**config.mk**
```make
export PLATFORM = sky130hd
export DESIGN_NAME = dca_lsu_inst_arbiter_flat
export DESIGN_NICKNAME = d
export VERILOG_FILES = /design/src/rtl/dca_lsu_inst_arbiter_if.sv /design/src/rtl/dca_lsu_inst_arbiter.sv /design/src/flat_wrapper.sv
export SDC_FILE = /design/constraint.sdc
export NUM_CORES = 1
export LEC_CHECK = 0
export CAP_MARGIN = 5
export CORE_ASPECT_RATIO = 0.6
export CORE_UTILIZATION = 36
export CTS_BUF_LIST = sky130_fd_sc_hd__clkbuf_8
export DETAILED_ROUTE_END_ITERATION = 8
export PLACE_DENSITY = 0.82
export SYNTH_ARGS = -nofsm -noshare
export SYNTH_HDL_FRONTEND = slang
export SYNTH_SLANG_ARGS = --single-unit
```
**constraint.sdc**
```tcl
create_clock -name clk -period 4.3 [get_ports clk]
set_input_delay 0.86 -clock clk [delete_from_list [all_inputs] [get_ports clk]]
set_output_delay 0.86 -clock clk [all_outputs]
set_load 0.005 [all_outputs]
```
**src/rtl/dca_lsu_inst_arbiter_if.sv**
```systemverilog
// Handshake bundle between the DCA requesters and the shared matrix LSU.
// The slave modport is the arbiter's view; master is the view of whatever drives it.
`ifndef BW_DCA_MATRIX_LSU_INST
`define BW_DCA_MATRIX_LSU_INST 32
`endif

interface dca_lsu_inst_arbiter_if #(
  parameter int NUM_REQ = 4,
  parameter int BW_INST = `BW_DCA_MATRIX_LSU_INST
);
  logic [NUM_REQ-1:0]         req_inst_wvalid;
  logic [NUM_REQ-1:0]         req_inst_wready;
  logic [NUM_REQ*BW_INST-1:0] req_inst_wdata;
  logic [NUM_REQ-1:0]         req_done;
  logic                       lsu_inst_wvalid;
  logic                       lsu_inst_wready;
  logic [BW_INST-1:0]         lsu_inst_wdata;
  logic                       lsu_done;

  modport slave (
    input  req_inst_wvalid,
    input  req_inst_wdata,
    input  lsu_inst_wready,
    input  lsu_done,
    output req_inst_wready,
    output req_done,
    output lsu_inst_wvalid,
    output lsu_inst_wdata
  );

  modport master (
    output req_inst_wvalid,
    output req_inst_wdata,
    output lsu_inst_wready,
    output lsu_done,
    input  req_inst_wready,
    input  req_done,
    input  lsu_inst_wvalid,
    input  lsu_inst_wdata
  );
endinterface

```
**src/rtl/dca_lsu_inst_arbiter.sv**
```systemverilog
// Round-robin arbiter sharing one matrix LSU instruction port among NUM_REQ requesters,
// with an in-order ownership queue that routes each LSU completion back to its issuer.
`ifndef BW_DCA_MATRIX_LSU_INST
`define BW_DCA_MATRIX_LSU_INST 32
`endif

module dca_lsu_inst_arbiter #(
  parameter int NUM_REQ    = 4,
  parameter int BW_INST    = `BW_DCA_MATRIX_LSU_INST,
  parameter int OSTD_DEPTH = 4
) (
  input  logic                          clk,
  input  logic                          rstnn,
  input  logic                          clear,
  input  logic                          enable,
  output logic                          busy,
  output logic [$clog2(OSTD_DEPTH):0]   ostd_num,
  output logic                          err_unexpected_done,
  dca_lsu_inst_arbiter_if.slave         bus
);

  localparam int IDW = (NUM_REQ > 1) ? $clog2(NUM_REQ) : 1;
  localparam int PW  = $clog2(OSTD_DEPTH);
  localparam int CW  = PW + 1;

  logic [IDW-1:0]     r_rr_ptr;
  logic               r_lock;
  logic [IDW-1:0]     r_locked_id;
  logic [IDW-1:0]     r_owner [OSTD_DEPTH];
  logic [PW-1:0]      r_wptr;
  logic [PW-1:0]      r_rptr;
  logic [CW-1:0]      r_cnt;
  logic [NUM_REQ-1:0] r_req_done;
  logic               r_err;

  logic [IDW-1:0]     w_scan_id;
  logic [IDW-1:0]     w_grant;
  logic               w_can_issue;
  logic               w_lsu_valid;
  logic               w_xfer;
  logic               w_pop;
  logic               w_unexp;

  function automatic logic [IDW-1:0] wrap_add(input logic [IDW-1:0] base, input int k);
    int s;
    s = int'(base) + k;
    if (s >= NUM_REQ) s = s - NUM_REQ;
    return IDW'(s);
  endfunction

  // Walk from the farthest offset down so the nearest valid to rr_ptr wins.
  always_comb begin
    w_scan_id = r_rr_ptr;
    for (int k = NUM_REQ - 1; k >= 0; k--) begin
      if (bus.req_inst_wvalid[wrap_add(r_rr_ptr, k)]) w_scan_id = wrap_add(r_rr_ptr, k);
    end
  end

  assign w_grant     = r_lock ? r_locked_id : w_scan_id;
  // Holding rstnn in the issue term keeps every output quiet while reset is asserted.
  assign w_can_issue = rstnn & enable & ~clear & (r_cnt != CW'(OSTD_DEPTH));
  assign w_lsu_valid = w_can_issue & bus.req_inst_wvalid[w_grant];
  assign w_xfer      = w_lsu_valid & bus.lsu_inst_wready;
  assign w_pop       = bus.lsu_done & ~clear & (r_cnt != '0);
  assign w_unexp     = bus.lsu_done & ~clear & (r_cnt == '0);

  assign bus.lsu_inst_wvalid = w_lsu_valid;
  assign bus.lsu_inst_wdata  = bus.req_inst_wdata[int'(w_grant)*BW_INST +: BW_INST];

  always_comb begin
    bus.req_inst_wready = '0;
    if (w_xfer) bus.req_inst_wready[w_grant] = 1'b1;
  end

  assign bus.req_done           = r_req_done;
  assign ostd_num               = r_cnt;
  assign err_unexpected_done    = r_err;
  assign busy                   = rstnn & ((|bus.req_inst_wvalid) | (r_cnt != '0));

  always_ff @(posedge clk or negedge rstnn) begin
    if (!rstnn) begin
      r_rr_ptr    <= '0;
      r_lock      <= 1'b0;
      r_locked_id <= '0;
      r_wptr      <= '0;
      r_rptr      <= '0;
      r_cnt       <= '0;
      r_req_done  <= '0;
      r_err       <= 1'b0;
      for (int i = 0; i < OSTD_DEPTH; i++) r_owner[i] <= '0;
    end else if (clear) begin
      r_rr_ptr    <= '0;
      r_lock      <= 1'b0;
      r_wptr      <= '0;
      r_rptr      <= '0;
      r_cnt       <= '0;
      r_req_done  <= '0;
      r_err       <= 1'b0;
    end else begin
      if (w_xfer) begin
        r_owner[r_wptr] <= w_grant;
        r_wptr          <= r_wptr + PW'(1);
        r_rr_ptr        <= wrap_add(w_grant, 1);
        r_lock          <= 1'b0;
      end else if (w_lsu_valid) begin
        r_lock      <= 1'b1;
        r_locked_id <= w_grant;
      end

      r_req_done <= '0;
      if (w_pop) begin
        r_req_done[r_owner[r_rptr]] <= 1'b1;
        r_rptr                      <= r_rptr + PW'(1);
      end

      if (w_unexp) r_err <= 1'b1;

      case ({w_xfer, w_pop})
        2'b10:   r_cnt <= r_cnt + CW'(1);
        2'b01:   r_cnt <= r_cnt - CW'(1);
        default: r_cnt <= r_cnt;
      endcase
    end
  end

endmodule

```
**src/flat_wrapper.sv**
```systemverilog
// flat-port wrapper written by rule: the top's interface ports become plain ports
module dca_lsu_inst_arbiter_flat 
#(
  parameter int NUM_REQ    = 4,
  parameter int BW_INST    = `BW_DCA_MATRIX_LSU_INST,
  parameter int OSTD_DEPTH = 4
)
  (clk, rstnn, clear, enable, busy, ostd_num, err_unexpected_done, bus_req_inst_wvalid, bus_req_inst_wdata, bus_lsu_inst_wready, bus_lsu_done, bus_req_inst_wready, bus_req_done, bus_lsu_inst_wvalid, bus_lsu_inst_wdata);
  dca_lsu_inst_arbiter_if #(.NUM_REQ(NUM_REQ), .BW_INST(BW_INST)) bus_i ();
  input  logic clk;
  input  logic rstnn;
  input  logic clear;
  input  logic enable;
  output logic busy;
  output logic [$clog2(OSTD_DEPTH):0] ostd_num;
  output logic err_unexpected_done;
  input wire logic [$bits(bus_i.req_inst_wvalid)-1:0] bus_req_inst_wvalid;
  input wire logic [$bits(bus_i.req_inst_wdata)-1:0] bus_req_inst_wdata;
  input wire logic [$bits(bus_i.lsu_inst_wready)-1:0] bus_lsu_inst_wready;
  input wire logic [$bits(bus_i.lsu_done)-1:0] bus_lsu_done;
  output wire logic [$bits(bus_i.req_inst_wready)-1:0] bus_req_inst_wready;
  output wire logic [$bits(bus_i.req_done)-1:0] bus_req_done;
  output wire logic [$bits(bus_i.lsu_inst_wvalid)-1:0] bus_lsu_inst_wvalid;
  output wire logic [$bits(bus_i.lsu_inst_wdata)-1:0] bus_lsu_inst_wdata;
  assign bus_i.req_inst_wvalid = bus_req_inst_wvalid;
  assign bus_i.req_inst_wdata = bus_req_inst_wdata;
  assign bus_i.lsu_inst_wready = bus_lsu_inst_wready;
  assign bus_i.lsu_done = bus_lsu_done;
  assign bus_req_inst_wready = bus_i.req_inst_wready;
  assign bus_req_done = bus_i.req_done;
  assign bus_lsu_inst_wvalid = bus_i.lsu_inst_wvalid;
  assign bus_lsu_inst_wdata = bus_i.lsu_inst_wdata;
  dca_lsu_inst_arbiter #(.NUM_REQ(NUM_REQ), .BW_INST(BW_INST), .OSTD_DEPTH(OSTD_DEPTH)) u_core (.clk(clk), .rstnn(rstnn), .clear(clear), .enable(enable), .busy(busy), .ostd_num(ostd_num), .err_unexpected_done(err_unexpected_done), .bus(bus_i));
endmodule
```
==> load_flow_metrics.sql <==
INSERT INTO impl_metrics (metric_group, metric, value, unit) VALUES
('run_status', 'outcome', 'completed', ''),
('setup_path', 'critical-path-top-cell-by-count', 'sky130_fd_sc_hd__buf_4', ''),
('global_routing', 'groute.usage.overall', '26.1', '%'),
('cells_and_area', 'final.fill_count', '511', ''),
('synth', 'yosysTopAreaCellShare', '25.3', '%'),
('clock_network', 'cts_buffer_depth', '2', ''),
('setup_path', 'crit_path_max_fanout', '5', ''),
('setup_path', 'end_kind', 'output port', ''),
('floorplanning', 'number_of_placed_i_o_pins', '184', ''),
('synth', 'post_synth_num_cell_types', '44', ''),
('cells_and_area', 'flow.area_growth_from_synthesis', '84.7', '%'),
('setup_path', 'start_kind', 'input pin', ''),
('synth', 'synth_warnings', '0', ''),
('cells_and_area', 'layout-drive-gt1-share', '8.19', '%'),
('flow_run', 'maxCapViolCount', '0', ''),
('setup_path', 'worst-setup-path-type', 'in -> out', ''),
('sta', 'final_hold_vios', '0', ''),
('clock_network', 'cts_tree', 'done', ''),
('sta', 'final_period_minus_worst_setup_slack', '4.18', 'ns'),
('detailed_routing', 'drt_iter0_drc', '128', ''),
('sta', 'setup_tns', '0', 'ns'),
('power', 'ir_drop_worst_vdd', '0.188', 'mV'),
('setup_path', 'cp.arrival', '3.32', 'ns'),
('floorplanning', 'die_extent_in_x', '109', 'um'),
('sta', 'max_slew.worst_pin.slew', '0.415', 'ns'),
('setup_path', 'reg_to_reg_start', 'u_core.r_rr_ptr[1]', ''),
('detailed_routing', 'viasPerCell', '5.11', ''),
('detailed_routing', 'detail_route.wl_per_cell', '15.1', 'um'),
('global_routing', 'via_count_of_the_first_global_routing_pass', '3189', ''),
('detailed_routing', 'via_count', '3176', ''),
('sta', 'setup-violations-final', '0', ''),
('floorplanning', 'chipHeight', '66.2', 'um'),
('synth', 'post_synth_inst_count', '358', ''),
('floorplanning', 'coreArea', '0.00636', 'mm2'),
('synth', 'syn-num-nets', '505', ''),
('placement', 'place.gp.congestion', '0.803', ''),
('sta', 'fmax', '239', 'MHz'),
('global_routing', 'grt_overflow', '0', ''),
('setup_path', 'crit_reg_reg_endpoint', 'u_core.ostd_num[2]', ''),
('setup_path', 'slowest_delay', '0.44', 'ns'),
('cells_and_area', 'layout.nets', '685', ''),
('detailed_routing', 'wirelength', '9380', 'um'),
('clock_network', 'clk_transition_reported_paths', '0.09', 'ns'),
('synth', 'synth.yosys.seq_area_share', '25.3', '%'),
('clock_network', 'clk_latency', '0.27', 'ns'),
('setup_path', 'worst-r2r-setup-slack', '0.79', 'ns'),
('sta', 'final.period_utilization', '97.2', '%'),
('setup_path', 'cell_by_cell_listing_of_the_critical_path', 'dlygate4sd2_1 -> buf_4 -> a21boi_0 -> a2111o_1 -> and3_4 -> buf_4 -> a221oi_1 -> buf_4 -> a2111oi_4 -> and2_1 -> clkdlybuf4s50_1', ''),
('hold_path', 'capture_endpoint_of_the_worst_hold_path', 'u_core.r_locked_id[1]', ''),
('power', 'static-leakage-power', '2.08', 'nW'),
('placement', 'dpl_cell_area', '0.00446', 'mm2'),
('setup_path', 'required', '3.44', 'ns'),
('synth', 'synth.top_cells.by_area', 'sky130_fd_sc_hd__dfrtp_1, sky130_fd_sc_hd__nand2_1, sky130_fd_sc_hd__and3_1, sky130_fd_sc_hd__a31oi_1, sky130_fd_sc_hd__mux2_2', ''),
('synth', 'synth_area_per_cell', '6.92', 'um2'),
('global_routing', 'grt_antenna_before_repair', '0', ''),
('global_routing', 'maximum_number_of_pins_on_one_net_before_global_route_repair', '72', ''),
('placement', 'dp.final_hpwl', '7010', 'um'),
('sta', 'finalMaxSlewViolations', '0', ''),
('setup_path', 'r2r.worst_path.cells', '13', ''),
('detailed_routing', 'ant_nets', '0', ''),
('cells_and_area', 'design_area', '0.00457', 'mm2'),
('cells_and_area', 'number_of_antenna_cells_inserted', '0', ''),
('cells_and_area', 'multi_input_comb_area', '0.00171', 'mm2'),
('cells_and_area', 'area.sequential', '626', 'um2'),
('sta', 'largest_clock_skew_in_the_final_design', '0.00530', 'ns'),
('power', 'powerDensity', '271', 'mW/mm2'),
('floorplanning', 'design.die.area', '0.00722', 'mm2'),
('synth', 'ys_seq_elements', '25', ''),
('setup_path', 'timing.critical_path.max_delay_family', 'buffers and inverters', ''),
('synth', 'mappedNetlistArea', '0.00248', 'mm2'),
('setup_path', 'worst-path-buf-inv', '5', '');
-- layout make-up --
class | instances | area share (%)
Inverter | 8 | 0.985
Clock inverter | 1 | 0.0821
Clock buffer | 3 | 0.903
Multi-Input combinational cell | 297 | 37.4
Sequential cell | 25 | 13.7
Tap cell | 84 | 2.30
Timing Repair Buffer | 203 | 44.7
-- where the power goes --
group / internal (W) / switching (W)
sequential: 0.000277 / 0.0000438
combinational: 0.000454 / 0.000329
clock: 0.0000639 / 0.0000738
total: 0.000794 / 0.000446
-- flip-flops by register name, summed over array words and instances, names as in the netlist --
register and count:
u_core.r_wptr 2, u_core.bus.req_done 4, u_core.ostd_num 3, u_core.r_locked_id 2, u_core.r_rptr 2, u_core.r_rr_ptr 2, u_core.r_owner 8, u_core.r_lock 1
u_core.err_unexpected_done 1
-- cell usage after synthesis (all sizes together) --
library cell / n
o21a: 1
mux2i: 4
and2: 10
or3: 1
clkbuf: 21
nor2b: 4
nor3b: 2
mux4: 2
nor4: 2
and3: 34
or4: 1
nor4b: 1
nor2: 16
a211oi: 1
or2: 1
mux2: 10
clkinv: 1
inv: 7
a21o: 1
nand2b: 5
a221oi: 1
o31ai: 1
nand2: 134
a21boi: 1
a2111oi: 2
ha: 8
dfrtp: 25
a21oi: 10
fa: 1
buf: 7
o21ai: 2
xor2: 1
a31oi: 33
a211o: 1
xnor2: 1
nor3: 3
a2111o: 2
-- routing by layer --
layer / part of all wire, % / global-route usage [%] / vias up / wire length [um]
li1: - / - / 1578 / -
met5: 0 / 0 / - / 0
met1: 45 / 32.7 / 1479 / 4240
met3: 6.3 / 4.83 / 6 / 588
met4: 0.54 / 3.55 / 0 / 51
met2: 48 / 47.4 / 113 / 4500
-- worst register-to-register path: stages (launching register included) --
cell                        delay (ns)
sky130_fd_sc_hd__dfrtp_1          0.54
sky130_fd_sc_hd__mux2i_1          0.25
sky130_fd_sc_hd__nor2_1           0.07
sky130_fd_sc_hd__or4_1            0.51
sky130_fd_sc_hd__and2_4           0.19
sky130_fd_sc_hd__clkinv_8         0.05
sky130_fd_sc_hd__nor4_2           0.05
sky130_fd_sc_hd__a2111oi_4        0.32
sky130_fd_sc_hd__buf_4            0.31
sky130_fd_sc_hd__nor3_1           0.09
sky130_fd_sc_hd__fa_1             0.40
sky130_fd_sc_hd__and2_1           0.15
sky130_fd_sc_hd__mux2i_1          0.15
sky130_fd_sc_hd__mux2_1           0.34
-- worst max path at each step --
stage	slack [ns]	depth (start not counted)	start	to
after floorplan	0.49	14	bus_req_inst_wvalid[2]	u_core.ostd_num[2]
after global placement	-0.15	10	bus_req_inst_wvalid[2]	bus_req_inst_wready[2]
after detailed placement	-0.21	10	bus_req_inst_wvalid[2]	bus_req_inst_wready[3]
after CTS	0.02	10	bus_req_inst_wvalid[3]	bus_req_inst_wready[1]
after global routing	-0.02	10	bus_req_inst_wvalid[2]	bus_req_inst_wready[2]
final	0.12	11	bus_req_inst_wvalid[2]	bus_req_inst_wready[1]
-- kinds of logic (layout without fill, tap and decap cells) --
family / Yosys count / count (layout) / synth area share [%]
xor gates and xnor gates: 2 / 2 / 0.708
adders and majority gates: 9 / 9 / 4.85
AOI/OAI and AO/OA: 56 / 56 / 15.4
DFF: 25 / 25 / 25.3
muxes: 16 / 16 / 7.98
and+or+nand+nor: 214 / 214 / 39.4
buffers and inverters: 36 / 215 / 6.47
-- per-stage QoR --
step	power (W)	hold WS, ns	worst slack [ns]	utilization (%)	std cells
5_1_grt	0.00134	0.540	-0.0210	71.9	621
6_report	0.00124	0.511	0.119	71.9	621
4_1_cts	0.00124	0.512	0.0187	71.3	620
3_3_place_gp	0.00106	0.485	-0.145	70.1	615
3_5_place_dp	0.00108	0.492	-0.205	70.1	615
2_1_floorplan	0.000669	0.472	0.488	-	358
-- timing repair --
item | in CTS | in global routing
pin swaps | 4 | 4
hold buffers | 0 | 0
setup endpoints to repair | 37 | 28
setup buffers | 0 | 1
gates cloned | 1 | 0
resized for setup | 4 | 10
Note: power is estimated with default switching activity, not from simulation.
